--- src/rtl/logic_gate_unit.sv ---
`default_nettype none
// +----------------------------------------------------------------------------+
// | Module      : logic_gate_unit                                              |
// | Description : Registered WIDTH-bit multi-function two-input gate           |
// |               (AND/OR/XOR/NAND/NOR/XNOR/NOT A/BUF A) with valid/ready on   |
// |               both sides and a one-deep output register. A built-in sweep  |
// |               sequencer drives vectors 00,01,10,11 through a selected op,  |
// |               streams the results out and captures the 4-bit truth table.  |
// | Ports       : clk, rst (sync, active-high)                                 |
// |               in_valid/in_ready/in_a/in_b/in_op   - operand side           |
// |               out_valid/out_ready/out_y/out_sweep - result side            |
// |               sweep_start/sweep_busy/sweep_done/sweep_tt - sweep control   |
// | Revision    : 1.0 - initial release                                        |
// +----------------------------------------------------------------------------+
module logic_gate_unit #(
    parameter int WIDTH = 8
) (
    input  logic             clk,
    input  logic             rst,
    input  logic             in_valid,
    output logic             in_ready,
    input  logic [WIDTH-1:0] in_a,
    input  logic [WIDTH-1:0] in_b,
    input  logic [2:0]       in_op,
    output logic             out_valid,
    input  logic             out_ready,
    output logic [WIDTH-1:0] out_y,
    output logic             out_sweep,
    input  logic             sweep_start,
    output logic             sweep_busy,
    output logic             sweep_done,
    output logic [3:0]       sweep_tt
);

    localparam logic [1:0] C_ST_IDLE  = 2'd0;
    localparam logic [1:0] C_ST_ISSUE = 2'd1;
    localparam logic [1:0] C_ST_DRAIN = 2'd2;
    localparam logic [1:0] C_ST_DONE  = 2'd3;

    logic [1:0]       r_state;
    logic [1:0]       w_state_nxt;
    logic [2:0]       r_sweep_op;
    logic [1:0]       r_issue_cnt;
    logic [1:0]       r_drain_cnt;
    logic [3:0]       r_sweep_tt;
    logic             r_out_valid;
    logic             r_out_sweep;
    logic [WIDTH-1:0] r_out_y;

    logic             w_load_ok;
    logic             w_out_xfer;
    logic             w_ext_load;
    logic             w_sweep_load;
    logic             w_sweep_begin;
    logic             w_capture;
    logic [WIDTH-1:0] w_vec_a;
    logic [WIDTH-1:0] w_vec_b;

    function automatic logic [WIDTH-1:0] gate_eval(
        input logic [2:0]       op,
        input logic [WIDTH-1:0] a,
        input logic [WIDTH-1:0] b
    );
        logic [WIDTH-1:0] y;
        case (op)
            3'd0:    y = a & b;
            3'd1:    y = a | b;
            3'd2:    y = a ^ b;
            3'd3:    y = ~(a & b);
            3'd4:    y = ~(a | b);
            3'd5:    y = ~(a ^ b);
            3'd6:    y = ~a;
            default: y = a;
        endcase
        return y;
    endfunction

    // Output register can take a new value when empty or draining this cycle.
    assign w_load_ok     = !r_out_valid || out_ready;
    assign w_out_xfer    = r_out_valid && out_ready;
    assign in_ready      = (r_state == C_ST_IDLE) && !sweep_start && w_load_ok;
    assign w_ext_load    = in_valid && in_ready;
    assign w_sweep_load  = (r_state == C_ST_ISSUE) && w_load_ok;
    assign w_sweep_begin = (r_state == C_ST_IDLE) && sweep_start;
    // Only sweep-tagged results feed the truth table; a leftover external
    // result draining after sweep start carries out_sweep=0 and is skipped.
    assign w_capture     = w_out_xfer && r_out_sweep &&
                           ((r_state == C_ST_ISSUE) || (r_state == C_ST_DRAIN));

    // Vector i = {a,b}: every bit of a is i[1], every bit of b is i[0].
    assign w_vec_a = {WIDTH{r_issue_cnt[1]}};
    assign w_vec_b = {WIDTH{r_issue_cnt[0]}};

    always_comb begin
        w_state_nxt = r_state;
        case (r_state)
            C_ST_IDLE:  if (sweep_start) w_state_nxt = C_ST_ISSUE;
            C_ST_ISSUE: if (w_load_ok && (r_issue_cnt == 2'd3)) w_state_nxt = C_ST_DRAIN;
            C_ST_DRAIN: if (w_capture && (r_drain_cnt == 2'd3)) w_state_nxt = C_ST_DONE;
            C_ST_DONE:  w_state_nxt = C_ST_IDLE;
            default:    w_state_nxt = C_ST_IDLE;
        endcase
    end

    always_ff @(posedge clk) begin
        if (rst) begin
            r_state <= C_ST_IDLE;
        end else begin
            r_state <= w_state_nxt;
        end
    end

    always_ff @(posedge clk) begin
        if (rst) begin
            r_sweep_op  <= 3'd0;
            r_issue_cnt <= 2'd0;
            r_drain_cnt <= 2'd0;
            r_sweep_tt  <= 4'd0;
        end else if (w_sweep_begin) begin
            r_sweep_op  <= in_op;
            r_issue_cnt <= 2'd0;
            r_drain_cnt <= 2'd0;
            r_sweep_tt  <= 4'd0;
        end else begin
            if (w_sweep_load) begin
                r_issue_cnt <= r_issue_cnt + 2'd1;
            end
            if (w_capture) begin
                r_sweep_tt[r_drain_cnt] <= r_out_y[0];
                r_drain_cnt             <= r_drain_cnt + 2'd1;
            end
        end
    end

    // External loads only happen in IDLE and sweep loads only in ISSUE, so the
    // two load sources never collide.
    always_ff @(posedge clk) begin
        if (rst) begin
            r_out_valid <= 1'b0;
            r_out_sweep <= 1'b0;
            r_out_y     <= '0;
        end else if (w_ext_load) begin
            r_out_valid <= 1'b1;
            r_out_sweep <= 1'b0;
            r_out_y     <= gate_eval(in_op, in_a, in_b);
        end else if (w_sweep_load) begin
            r_out_valid <= 1'b1;
            r_out_sweep <= 1'b1;
            r_out_y     <= gate_eval(r_sweep_op, w_vec_a, w_vec_b);
        end else if (w_out_xfer) begin
            r_out_valid <= 1'b0;
            r_out_sweep <= 1'b0;
        end
    end

    assign out_valid  = r_out_valid;
    assign out_y      = r_out_y;
    assign out_sweep  = r_out_sweep;
    assign sweep_busy = (r_state == C_ST_ISSUE) || (r_state == C_ST_DRAIN);
    assign sweep_done = (r_state == C_ST_DONE);
    assign sweep_tt   = r_sweep_tt;

endmodule
`default_nettype wire

--- config.mk ---
export PLATFORM = sky130hd
export DESIGN_NAME = logic_gate_unit
export DESIGN_NICKNAME = d
export VERILOG_FILES = /design/src/rtl/logic_gate_unit.sv
export SDC_FILE = /design/constraint.sdc
export NUM_CORES = 1
export LEC_CHECK = 0
export ABC_AREA = 1
export ABC_CLOCK_PERIOD_IN_PS = 1900
export CORE_MARGIN = 2
export CORE_UTILIZATION = 53
export DETAILED_ROUTE_END_ITERATION = 12
export GPL_TIMING_DRIVEN = 0
export PLACE_DENSITY = 0.85
export SYNTH_ARGS = -nofsm -noshare
export SYNTH_HDL_FRONTEND = slang
export SYNTH_SLANG_ARGS = --single-unit
--- constraint.sdc ---
create_clock -name clk -period 1.9 [get_ports clk]
set_input_delay 0.285 -clock clk [delete_from_list [all_inputs] [get_ports clk]]
set_output_delay 0.285 -clock clk [all_outputs]
set_load 0.01 [all_outputs]
---- Word-level counts from Yosys, hierarchy flattened ----
Index checks and enable logic that the tools add are counted.
storage, ports and cells
  output and inout port bits .............. 17
  word-level logic and storage cells ...... 84
  input port bits ......................... 24
  flip-flop bits (word level) ............. 23
operators by class
  order comparisons ....................... 2
  reductions and logical operators ........ 24
  bitwise gates (word level) .............. 14
  muxes and demuxes ....................... 14
  equality and inequality tests ........... 20
  add/sub/neg operators ................... 2
operators by type and width
  operator               number
  $pmux W8 S7            2
  $not A8 Y8             8
  $eq A3 B3 Y1 const B   6
  $and A8 B8 Y8          2
  $mux W8                2
  $or A8 B8 Y8           2
  $xor A8 B8 Y8          2
  $eq A3 B2 Y1 const B   4
  $logic_and A1 B1 Y1    11
  $eq A2 B2 Y1 const B   4
  $pmux W2 S4            1
  $eq A3 B1 Y1 const B   2
  $logic_not A3 Y1       2
  $mux W2                3
  $add A2 B1 Y2 const B  2
  $bwmux W4              1
  $mux W1                4
  $ne A2 B1 Y1 const B   2
  $reduce_bool A2 Y1     2
  $reduce_or A2 Y1       2
  $lt A2 B3 Y1 const B   1
  $reduce_and A3 Y1      1
  $reduce_bool A3 Y1     1
  $demux W1 S2           1
  other kinds (6)        8

---- Logic depth before layout (Yosys ltp) ----
Gate-level depths: netlist (run 1).
  depth after elaboration ................. 6
  mapped depth ............................ 12
  gate-level depth less buffers ........... 12

---- Least setup slack after synthesis (run 1) ----
OpenSTA, ideal clock, no wires.
  path type ............................... register to register
  start ................................... register r_state[0]
  end ..................................... register r_state[0]
  cell stages (with the launch flop) ...... 10
  setup slack ............................. 0.338 ns
  setup time .............................. 0.120 ns
  path buffers ............................ 0
  clock period less this slack ............ 1.562 ns
  arrival time ............................ 1.442 ns
  cells stage by stage .................... dfxtp_1 -> inv_1 -> ha_1 -> nand2_1 -> nor2_4 -> nand2_1 -> nand2_1 -> nand3_1 -> o21ai_0 -> a21oi_1
between the ends
  longest elaborated chain between the ends .. 6
ends and longest elaborated chain
  element                                       line  text
  start: declaration                            40    logic [1:0] r_state;
  start signal: assignment                      109   r_state <= w_state_nxt;
  $eq A2 B1 Y1 or $eq A2 B2 Y1 (tied branches)  -
  $logic_or A1 B1 Y1 *                          -
  net sweep_busy                                30    output logic sweep_busy,
  $logic_and A1 B1 Y1 *                         87    assign w_capture = w_out_xfer && r_out_sweep &&
  $logic_and A1 B1 Y1 *                         99    C_ST_DRAIN: if (w_capture && (r_drain_cnt == 2'd3)) w_state_nxt = C_ST_DONE;
  $ne A2 B1 Y1 (no line) *                      -
  $reduce_and A3 Y1 (no line) *                 -
The timed path passes the listed nets; every way through them passes the cells marked *.
A chain may end at the register's enable or synchronous reset.

---- Worst setup path in the final report (run 1) ----
  start ................................... register r_state[0]
  end ..................................... register r_out_y[3] (netlist: out_y[3])
between the ends
  longest elaborated chain between the ends .. 5
ends and longest elaborated chain
  element                                        line  text
  $logic_not A2 Y1                               81    assign in_ready = (r_state == C_ST_IDLE) && !sweep_start && w_load_ok;
  $logic_and A1 B1 Y1 (2 in a row)               81
  $logic_and A1 B1 Y1                            82    assign w_ext_load = in_valid && in_ready;
  $mux W8 or $reduce_bool A2 Y1 (tied branches)  -
  end signal: assignment                         145   r_out_y <= gate_eval(in_op, in_a, in_b);
  end signal: assignment                         149   r_out_y <= gate_eval(r_sweep_op, w_vec_a, w_vec_b);
  end: declaration                               48    logic [WIDTH-1:0] r_out_y;
Parallel ways exist; a longest one is shown, timed or not.

==> reports/qor.yml, run 1 <==
run_status:
  status: "finished, final reports clean"
floorplan:
  ios: 41
  dieHeight_um: 67.20
  core_area_um2: 3744
  die_w_um: 67.20
  core.rowCount: 22
  initial_core_util: 0.5655
  dieArea_um2: 4516
worst_setup_path:
  crit_arrival_ps: 1850
  end_kind: "flip-flop"
  crit_type: "flip-flop to flip-flop"
  worst_ep_required_time_ps: 2060
  start_kind: "flip-flop"
  crit_fanout: 9
finish:
  num_antenna_cells: 0
  nets: 428
  drive_above_1_share: 0.06117
  area_growth_pct: 23.70
  layoutNonFillerInstCount: 424
  num-fill-cells: 357
  fin_area_um2: 2619
sta:
  fin_skew_ps: 2.507
  worst_slew_pin_slew_ps: 371.7
  period_share: 0.8888
  finalHoldViolCount: 0
  drv_slew: 0
  rsz0062_at_grt: "no"
  final.min_clock_period_ps: 1689
  relSlewSlack: 0.7505
  max_freq_mhz: 592.2
  setup_slack_ps: 211.3
  setup_viol: 0
logic_synthesis:
  yosys.area.top_type_share: 0.2175
  ys.flop_type: "dfxtp_1"
  syn_avg_cell_area_um2: 6.357
  ys_warn_count: 0
  synth-seq-area-share: 0.2175
  synth_top_area_cell: "dfxtp_1"
  synth_nets: 384
  synth_seq_cells: 23
  ys_types: 26
  ys_top_cells_by_area: "dfxtp_1 (22%), ha_1 (16%), nand2_1 (12%)"
  synth.cell_area_um2: 2117
  synth_edf_count: 0
  syn_inst: 333
  async_flop_share: 0
route:
  routedWlPerCell_um: 12.36
  viasPerCell: 5.366
  drt_first_pass_iters: 4
  drc: 0
  routed_wl_um: 5241
  vias: 2275
  drtIter0Drc: 168
  drtAntennaViolNets: 0
power_and_ir_drop:
  p_leak_nw: 1.312
  powerDensity_nw_per_um2: 850.1
  ir_drop_mv: 0.5991
  combinationalPowerShare: 0.533
  p_switching_uw: 933.7
  p_sw_frac: 0.4194
  seqPwrFrac: 0.327
  p_int_mw: 1.293
  power_frac_clock: 0.140
worst_hold_path:
  hold_class: "flip-flop to flip-flop"
clocking:
  numClockSinks: 23
  clock_latency_ps: 260
  root_buffer: "clkbuf_8"
  cts_setup_buffers: 0
  ctsLongestPathBuffers: 2
  htree_levels: 1
  cts_inserted_buffers: 3
  cts_tree: "yes"
  clk_pin_slew_ps: 90
grt:
  grt-ovfl-total: 0
  grt_first_pass_wirelength_um: 8652
  grt_use_total: 0.2441
  grt_max_degree: 15
  first_global_vias: 2021
  antenna_found_initial: 0
placement:
  dp.cells: 420
  io_buffers: 39
  gp_congestion: 0.8490
  pre_cts_slack_ps: -29.24
  dp_hpwl_um: 3879
  dpl_cell_area_um2: 2567
job:
  maxCapViolations: 0
[area by class of cell]
cell class	instances	area, µm²	share of cell area
multi-input combinational	240	1363	0.5203
timing repair buffer	39	391.6	0.1495
clock buffer	3	41.29	0.01577
sequential	23	461.7	0.1763
buffer	7	57.56	0.02198
inverter	63	236.5	0.09030
tap	48	60.06	0.02293
clock inverter	1	7.507	0.002867
[routing by layer]
metal / wire length, µm / global-route usage / up-vias
met5: 0 / 0 / -
met4: 46 / 0.05867 / 0
met3: 393 / 0.03833 / 6
met2: 2438 / 0.4059 / 98
met1: 2362 / 0.3313 / 1014
li1: - / - / 1157
[cell usage in the layout, fill, tap and decap left out, types with 3 or more instances in the layout]
cell type,n
inv_2,3
a21oi_1,14
nand2_1,67
nand3_1,32
inv_1,59
nand4_1,8
o21ai_1,7
dfxtp_1,22
nor2_1,37
nand3b_1,8
clkdlybuf4s50_1,37
ha_1,27
clkbuf_8,4
o21ai_0,30
[through the flow]
step	util	hold WS [ps]	total power, mW	setup TNS (ps)
floorplan	-	363.5	1.452	0
global placement	0.6858	449.3	1.887	-39.38
detailed placement	0.6858	452.0	1.922	-70.43
CTS	0.6989	465.3	2.236	0
global route	0.6995	480.2	2.426	0
finish	0.6995	464.1	2.226	0
[what timing repair did]
action,CTS,global route
endpoints found under the setup margin,2,1
resized for setup,2,1
endpoints found under the hold margin,0,0
hold buffers,0,0
[synth_stat cells (2+ instances only)]
cell and count:
dfxtp_1 23, ha_1 27, o21ai_1 7, buf_6 2, inv_1 59, nor2_4 2, o21ai_0 30, inv_2 3
nand4_1 8, nand3_1 32, buf_2 2, nor2_1 37, a21oi_1 14, or2_2 2, nand3b_1 8, nand2_1 67
[state kept, by name (all words and copies together) (netlist names)]
signal and count:
r_state 2, out_y 8, out_valid 1, r_issue_cnt 2
sweep_tt 4, out_sweep 1, r_sweep_op 3, r_drain_cnt 2
[power groups by stage]
stage               Combinational, mW  Sequential, mW  Clock [mW]
floorplan                       0.700           0.751           0
global placement                 1.15           0.733           0
detailed placement               1.19           0.736           0
CTS                              1.19           0.728       0.317
global route                     1.34           0.743       0.342
finish                           1.19           0.729       0.312
[path summary, 6_finish.rpt]
check	from	to	slack, ps	cells after the start
min	sweep_tt[1]$_SDFFE_PP0P_	sweep_tt[1]$_SDFFE_PP0P_	460	2
min reg2reg	sweep_tt[1]$_SDFFE_PP0P_	sweep_tt[1]$_SDFFE_PP0P_	460	2
max reg2reg	r_state[0]$_SDFFE_PP0P_	out_y[3]$_SDFFE_PP0P_	210	10
max	r_state[0]$_SDFFE_PP0P_	out_y[3]$_SDFFE_PP0P_	210	10
[critical path, stage by stage (launching register included)]
cell	delay, ps
dfxtp_2	360
inv_1	80
ha_1	210
nand2_1	90
nor2_1	60
nand2_1	130
clkinv_1	260
o21ai_0	150
nor2_1	80
nor2_1	110
nor2_1	50
[cells by family after synthesis]
kind of cell	synth area share
AOI/OAI and AO/OA	0.1241
and+or+nand+nor	0.3599
DFF	0.2175
adders and majority gates	0.1596
buffers and inverters	0.1389
Note: power is estimated with default switching activity, not from simulation.
==> run 2, diff against run 1 <==
--- a/config.mk
+++ b/config.mk
@@ -12,6 +12,7 @@
 export DETAILED_ROUTE_END_ITERATION = 12
 export GPL_TIMING_DRIVEN = 0
 export PLACE_DENSITY = 0.85
+export SLEW_MARGIN = 40
 export SYNTH_ARGS = -nofsm -noshare
 export SYNTH_HDL_FRONTEND = slang
 export SYNTH_SLANG_ARGS = --single-unit
==> results of run 2 <==
Same layout as run 1: the final DEF is identical, and so are final timing and power.
==> run 3, diff against run 2 <==
--- a/config.mk
+++ b/config.mk
@@ -7,12 +7,13 @@
 export LEC_CHECK = 0
 export ABC_AREA = 1
 export ABC_CLOCK_PERIOD_IN_PS = 1900
+export CAP_MARGIN = 5
 export CORE_MARGIN = 2
 export CORE_UTILIZATION = 53
 export DETAILED_ROUTE_END_ITERATION = 12
 export GPL_TIMING_DRIVEN = 0
 export PLACE_DENSITY = 0.85
-export SLEW_MARGIN = 40
+export SLEW_MARGIN = 30
 export SYNTH_ARGS = -nofsm -noshare
 export SYNTH_HDL_FRONTEND = slang
 export SYNTH_SLANG_ARGS = --single-unit
==> results of run 3 <==
Same layout as run 1: the final DEF is identical, and so are final timing and power.
